`src/rtl/ysyx_24090018_ifu_ctrl.sv`:
```
// Instruction-fetch controller: owns the fetch PC and runs one request/response to imem at a time, then hands the instruction to the IDU.
// Latency: REQ, WAIT, HOLD gives 3 cycles per instruction with zero-wait memory and IDU; stalls on req_ready/inst_ready, and redirects discard the in-flight fetch.
module ysyx_24090018_ifu_ctrl #(
  parameter int unsigned          ADDR_WIDTH = 32,
  parameter int unsigned          DATA_WIDTH = 32,
  parameter logic [ADDR_WIDTH-1:0] PC_BASE   = 32'h8000_0000
) (
  input  logic                  clk,
  input  logic                  rst,
  input  logic                  redirect_valid,
  input  logic [ADDR_WIDTH-1:0] redirect_pc,
  output logic                  imem_req_valid,
  input  logic                  imem_req_ready,
  output logic [ADDR_WIDTH-1:0] imem_req_addr,
  input  logic                  imem_rsp_valid,
  input  logic [DATA_WIDTH-1:0] imem_rsp_data,
  input  logic                  imem_rsp_err,
  output logic                  inst_valid,
  input  logic                  inst_ready,
  output logic [DATA_WIDTH-1:0] inst_o,
  output logic [ADDR_WIDTH-1:0] inst_pc,
  output logic                  inst_fault,
  output logic [ADDR_WIDTH-1:0] pc_o
);

  typedef enum logic [2:0] {
    S_IDLE = 3'd0,
    S_REQ  = 3'd1,
    S_WAIT = 3'd2,
    S_HOLD = 3'd3,
    S_DROP = 3'd4
  } state_t;

  state_t                r_state;
  logic [ADDR_WIDTH-1:0] r_pc;
  logic [DATA_WIDTH-1:0] r_inst;
  logic                  r_fault;
  logic                  r_req_vld;
  logic                  r_inst_vld;

  state_t                w_state_nxt;
  logic [ADDR_WIDTH-1:0] w_pc_nxt;
  logic [DATA_WIDTH-1:0] w_inst_nxt;
  logic                  w_fault_nxt;
  logic [ADDR_WIDTH-1:0] w_redir_pc;
  logic [ADDR_WIDTH-1:0] w_pc_inc;

  // Redirect targets are forced word-aligned; the increment wraps naturally at 2^ADDR_WIDTH.
  assign w_redir_pc = {redirect_pc[ADDR_WIDTH-1:2], 2'b00};
  assign w_pc_inc   = r_pc + ADDR_WIDTH'(4);

  always_comb begin
    w_state_nxt = r_state;
    w_pc_nxt    = r_pc;
    w_inst_nxt  = r_inst;
    w_fault_nxt = r_fault;
    case (r_state)
      S_IDLE: begin
        w_state_nxt = S_REQ;
      end
      S_REQ: begin
        if (redirect_valid) begin
          w_pc_nxt = w_redir_pc;
          // An accepted request still returns a response for the old address.
          if (imem_req_ready) w_state_nxt = S_DROP;
        end else if (imem_req_ready) begin
          w_state_nxt = S_WAIT;
        end
      end
      S_WAIT: begin
        if (redirect_valid) begin
          w_pc_nxt    = w_redir_pc;
          w_state_nxt = imem_rsp_valid ? S_REQ : S_DROP;
        end else if (imem_rsp_valid) begin
          w_inst_nxt  = imem_rsp_err ? '0 : imem_rsp_data;
          w_fault_nxt = imem_rsp_err;
          w_state_nxt = S_HOLD;
        end
      end
      S_HOLD: begin
        if (redirect_valid) begin
          w_pc_nxt    = w_redir_pc;
          w_state_nxt = S_REQ;
        end else if (inst_ready) begin
          w_pc_nxt    = w_pc_inc;
          w_state_nxt = S_REQ;
        end
      end
      S_DROP: begin
        if (redirect_valid) w_pc_nxt = w_redir_pc;
        if (imem_rsp_valid) w_state_nxt = S_REQ;
      end
      default: begin
        w_state_nxt = S_IDLE;
      end
    endcase
  end

  always_ff @(posedge clk) begin
    if (rst) begin
      r_state    <= S_IDLE;
      r_pc       <= PC_BASE;
      r_inst     <= '0;
      r_fault    <= 1'b0;
      r_req_vld  <= 1'b0;
      r_inst_vld <= 1'b0;
    end else begin
      r_state    <= w_state_nxt;
      r_pc       <= w_pc_nxt;
      r_inst     <= w_inst_nxt;
      r_fault    <= w_fault_nxt;
      r_req_vld  <= (w_state_nxt == S_REQ);
      r_inst_vld <= (w_state_nxt == S_HOLD);
    end
  end

  assign imem_req_valid = r_req_vld;
  assign imem_req_addr  = r_pc;
  assign inst_valid     = r_inst_vld;
  assign inst_o         = r_inst;
  assign inst_pc        = r_pc;
  assign inst_fault     = r_fault;
  assign pc_o           = r_pc;

endmodule

```
`config.mk`:
```
export PLATFORM = sky130hd
export DESIGN_NAME = ysyx_24090018_ifu_ctrl
export DESIGN_NICKNAME = d
export VERILOG_FILES = /design/src/rtl/ysyx_24090018_ifu_ctrl.sv
export SDC_FILE = /design/constraint.sdc
export NUM_CORES = 1
export LEC_CHECK = 0
export ABC_CLOCK_PERIOD_IN_PS = 2029
export BUFFER_PORTS_ARGS = -buffer_cell sky130_fd_sc_hd__buf_2
export CORE_MARGIN = 2
export CORE_UTILIZATION = 32
export DETAILED_ROUTE_END_ITERATION = 7
export HOLD_SLACK_MARGIN = 0.05
export PLACE_DENSITY = 0.61
export SETUP_SLACK_MARGIN = 0.4
export SLEW_MARGIN = 0
export SYNTH_ARGS = -nofsm -noshare
export SYNTH_HDL_FRONTEND = slang
export SYNTH_SLANG_ARGS = --single-unit
```
`constraint.sdc`:
```
create_clock -name clk -period 2.03 [get_ports clk]
set_input_delay 0.3045 -clock clk [delete_from_list [all_inputs] [get_ports clk]]
set_output_delay 0.3045 -clock clk [all_outputs]
set_load 0.03 [all_outputs]
```
== Word level (Yosys, flattened, before mapping) ==
Index checks and enable logic that the tools add are counted.
Widths: inputs -> output; s select.
Cells by class
  add/sub/neg operators: 1
  eq/ne operators: 8
  mux-type cells: 15
  bitwise operators: 1
  reductions and logical operators: 5
Operators by type and width (count)
  $mux 32: 4
  $pmux 32 s2: 1
  $add 32x3->32 const B: 1
  $mux 3: 9
  $pmux 3 s5: 1
  $eq 3x2->1 const B: 3
  $eq 3x1->1 const B: 2
  $reduce_and 3->1: 2
  $eq 3x3->1 const B: 1
  $logic_not 3->1: 1
  $ne 3x3->1 const B: 1
  $reduce_or 3->1: 1
  $ne 2x1->1 const B: 1
  $reduce_bool 2->1: 1
  $not 1->1: 1
Word-level totals
  bits in registers: 70
  output and inout bits: 131
  logic and storage cells: 36

== Logic depth before layout (Yosys ltp) ==
  word-level depth: 4
  depth in mapped cells: 8
  gate-level depth less buffers: 6

== Least setup slack after synthesis ==
OpenSTA, ideal clock, no wires.
  kind: reg-to-reg
  start point: register r_pc[2] (netlist: imem_req_addr[2])
  end point: register r_pc[28] (netlist: imem_req_addr[28])
  library setup time: 74 ps
  arrival time: 2032 ps
  data required time: 1956 ps
  path slack: -76 ps
  cell stages (with the launch flop): 8
  buffers on the path: 1
  period minus slack after synthesis: 2106 ps
  cells stage by stage: dfxtp_1 > ha_1 > and3_1 > buf_2 > and4_4 > nand2_4 > or4_1 > a31oi_1
On the way
  word-level cells in the longest chain between the ends: 4
Ends and longest elaborated chain
  start, declared: RTL line 35  | logic [ADDR_WIDTH-1:0] r_pc;
  start signal, assigned: RTL line 109  | r_pc <= w_pc_nxt;
  $add 32x3->32: RTL line 50  | assign w_pc_inc = r_pc + ADDR_WIDTH'(4);
  $mux 32: RTL line 84  | end else if (inst_ready) begin
  $mux 32: RTL line 81  | if (redirect_valid) begin
  $pmux 32 s2: RTL line 57  | case (r_state)
Every way passes these cells. The select of a mux whose other input is x is not followed.
A chain may end at the register's enable or synchronous reset.

== Final worst setup path ==
  start point: register r_pc[2] (netlist: imem_req_addr[2])
  end point: register r_pc[24] (netlist: imem_req_addr[24])
Same word-level chain as after synthesis.

==> results.txt <==
The initial antenna violation count was 2. The signal arrival time at the worst endpoint was 1.89 ns. The leakage power summed over all cells is 0.00257 µW, and the number of global-route vias before repair is 3757. The initial cell density of the core is 0.330, and the number of unique standard cell types used by synthesis is 60.

For the cell area after layout, the log shows 5660 µm². The maximum cell stage delay along the critical path works out to 0.37 ns. Setup repair after global routing could not meet its margin everywhere.

Setup violations remaining at the end of the flow were counted as 0. Yosys printed 0 warnings. The clock edge transition at the registers on the reported setup and hold paths was 0.06 ns; the transition time at the pin with the least slew margin was 0.597 ns.

The tools report the floorplan die area as 13400 µm². By startpoint and endpoint, the worst setup path is classified as flip-flop to flip-flop. The tools report the sort of element at the start of the critical path as a flip-flop. After detailed routing, the met3 layer carries 1020 µm of wire. The most used flip-flop cell after synthesis is dfxtp_1.

Cell chosen for the clock root: clkbuf_16. The run gives 4264 as the via count. During I/O placement, the number of pins put on the boundary was 202. The run finished with clean final reports. In the layout the commonest cells are 193 x buf_2, 60 x a21oi_1, 51 x buf_4, 48 x nor2_1, 41 x dfxtp_1. The maximum number of pins on one net before global-route repair was 40. The post-layout net count is 741. The floorplan has 40 rows. Yosys mapped a number of flops with a built-in enable equal to 0.

The final count of hold timing violations is 0, and the async set or reset register ratio after synthesis is 0. The clock passes through at most 2 buffers. The area growth from synthesis to layout came out at 41.6%. After global routing the overflow that remains totals 0. Setup total negative slack on the finished layout was measured at 0 ns. For the worst-skew pair, the clock arrives at the later sink with an insertion delay of 0.34 ns. IR analysis of the VDD net gives a maximum drop of 0.477 mV. TritonCTS built the clock tree. In this run the cell area measured after placement is 4790 µm². Max-capacitance violation count: 0. On the final layout, the worst clock skew is 0.00821 ns.

Time the worst path needs with I/O delays and setup: 1.65 ns. For this design the ratio of total power to cell area is 713 nW/µm². The number of clock buffers added by TritonCTS is 9.

In this run the vertical extent of the chip is 116 µm. The H-tree generated during clock tree synthesis spans 3 levels. For the total number of clock tree sinks, the log shows 68. The count of buffers added on input and output ports is 193.

The mean cell area of the mapped netlist came out at 7.97 µm². STA puts the critical path data required time at 2.27 ns. The congestion estimate from routability-driven global placement came to 0.814. In the final routing, the length of wire on met1 measures 5370 µm. Number of max-slew violations in the final report: 0.

The largest individual stage delay along the critical path comes from the cell dfxtp_4. Dividing the detail-routed wire length by the instance count gives 15.1 µm. Based on the critical path, the design can be clocked at up to 605 MHz. The signal on the critical path passes through ha_4 -> and3_4 -> and4_4 -> nand2_4 -> or3_4 -> o311ai_4.

In this run the cell area of the synthesized design comes to 4000 µm². The detailed placement HPWL was 8410 µm. Leaving out fill and tap cells, the most frequent cell in the layout is buf_2. The run gives 257 as the iteration-0 DRC count of the detailed router. The sequential element share of the synthesized area came out at 0.340.

The worst hold path belongs to the class input pin to flip-flop. The number of stages on the worst hold path came out at 3. The first global-routing pass estimated 18400 µm of wire.

The global-route usage over all layers is 0.175. After floorplanning, the core was sized to cover 12100 µm². The sort of element at the end of the critical path was a flip-flop.

The tools report the headroom to the max-slew limit as 0.602. After detailed routing, the number of remaining DRC violations is 0. The total detailed-routing wirelength was 12700 µm. The period utilization works out to 0.814. Counting every instance in the synthesized netlist gives 502.

The remaining antenna violation count after routing was 0. Counting flops and latches in the post-synthesis netlist gives 68. Via count normalized by instance count: 5.06. The number of cells on the worst reg-to-reg path is 6.

The total of fill cells in the finished design was 1209; the die width was 116 µm. Routed signal wires occupy layers up through met5. The run gives 6130 µm as the length of routed met2 wiring. Total iterations of the first detailed-routing run: 5.

The share of post-route cells with drive strength above 1 is 0.503. The worst-path maximum fanout is 5.
-- power breakdown --
part           switching [µW]  internal [µW]
Combinational             597            354
Sequential               83.8           1380
Clock                     598           1020
-- flip-flops by register name (all words and copies together), names as in the netlist --
register / flops
inst_o: 32
imem_req_addr: 30
r_state: 3
imem_req_valid: 1
inst_fault: 1
inst_valid: 1
-- worst paths after layout --
kind,to,startpoint,slack [ns]
setup / recovery,imem_req_addr[24]$_SDFFE_PP0P_,imem_req_addr[2]$_SDFFE_PP0P_,0.38
hold / removal,imem_req_addr[2]$_SDFFE_PP0P_,redirect_pc[2],0.21
setup reg to reg,imem_req_addr[24]$_SDFFE_PP0P_,imem_req_addr[2]$_SDFFE_PP0P_,0.38
hold reg to reg,inst_o[7]$_SDFFE_PP0P_,inst_o[7]$_SDFFE_PP0P_,0.49
-- logic make-up after synthesis --
group,Yosys count,share of synthesized area
buffers and inverters,112,0.177
other,1,0.000938
adder cells (fa/ha/maj),1,0.00313
AND/OR/NAND/NOR,187,0.262
AO/OA/AOI/OAI,130,0.209
flip-flops,68,0.340
multiplexers,3,0.00751
-- routing by layer --
layer / global-route usage / vias to the layer above
met3: 0.0502 / 14
met2: 0.285 / 192
met4: 0.0810 / 2
met5: 0 / -
met1: 0.214 / 1992
li1: - / 2064
-- cell type report --
cell class                      count  area, µm²  share of cell area
Antenna cell                        1       2.50            0.000442
Clock buffer                       13        260              0.0460
Clock inverter                      3       45.0             0.00796
Inverter                           10       37.5             0.00663
Multi-Input combinational cell    328       2170               0.383
Sequential cell                    68       1450               0.256
Tap cell                          168        210              0.0371
Timing Repair Buffer              252       1490               0.263
-- synthesized netlist by cell type (2+ instances only) --
| cell type | count | share of area |
|---|---|---|
| nand2b_1 | 5 | 0.0078 |
| nor4_1 | 3 | 0.0047 |
| nor2b_1 | 6 | 0.0094 |
| and2_1 | 6 | 0.0094 |
| buf_6 | 2 | 0.0056 |
| or2_2 | 2 | 0.0031 |
| clkbuf_1 | 18 | 0.017 |
| nand3b_1 | 2 | 0.0038 |
| and3_1 | 5 | 0.0078 |
| a22oi_1 | 3 | 0.0056 |
| a21o_1 | 3 | 0.0056 |
| buf_2 | 8 | 0.010 |
| o41ai_1 | 2 | 0.0044 |
| buf_4 | 70 | 0.13 |
| or4_1 | 5 | 0.0094 |
| nand2_1 | 22 | 0.021 |
| nor2_1 | 50 | 0.047 |
| nand3_1 | 15 | 0.019 |
| nand4_1 | 10 | 0.016 |
| a31oi_1 | 5 | 0.0078 |
| o22ai_1 | 2 | 0.0031 |
| dfxtp_1 | 68 | 0.34 |
| a21oi_1 | 61 | 0.076 |
| o21bai_1 | 2 | 0.0038 |
| mux2i_1 | 3 | 0.0075 |
| inv_1 | 10 | 0.0094 |
| and4_1 | 2 | 0.0044 |
| a311oi_1 | 2 | 0.0044 |
| a211oi_1 | 6 | 0.011 |
| o21ai_0 | 15 | 0.019 |
| o2111a_1 | 2 | 0.0056 |
| o31ai_1 | 2 | 0.0038 |
| nor3b_1 | 33 | 0.062 |
| buf_1 | 4 | 0.0038 |
| o32ai_1 | 6 | 0.013 |
| nor3_1 | 12 | 0.015 |
| o211ai_1 | 6 | 0.011 |
| and4_4 | 2 | 0.0056 |
-- critical path: cells and delay by family (launching register included) --
family                   cells  cell delay [ns]
AND/OR/NAND/NOR              4             0.83
adder cells (fa/ha/maj)      1             0.13
AO/OA/AOI/OAI                1             0.21
flip-flops                   1             0.37
-- timing repair --
action	CTS	global route
setup buffers	9	25
resized for setup	24	35
hold buffers	0	0
pin swaps	13	9
gates cloned	0	4
setup endpoints to repair	63	52
-- per-stage QoR --
step           setup slack (ns)  total power [µW]  cells   util  hold slack (ns)
2_1_floorplan             0.221              2160    507      -            0.457
3_3_place_gp              0.126              2300    788  0.396            0.461
3_5_place_dp             0.0748              2310    788  0.396            0.474
4_1_cts                   0.352              3940    813  0.432            0.209
5_1_grt                   0.305              4210    842  0.467            0.232
6_report                  0.377              4030    843  0.467            0.205
Power figures use the tool's default switching activity.
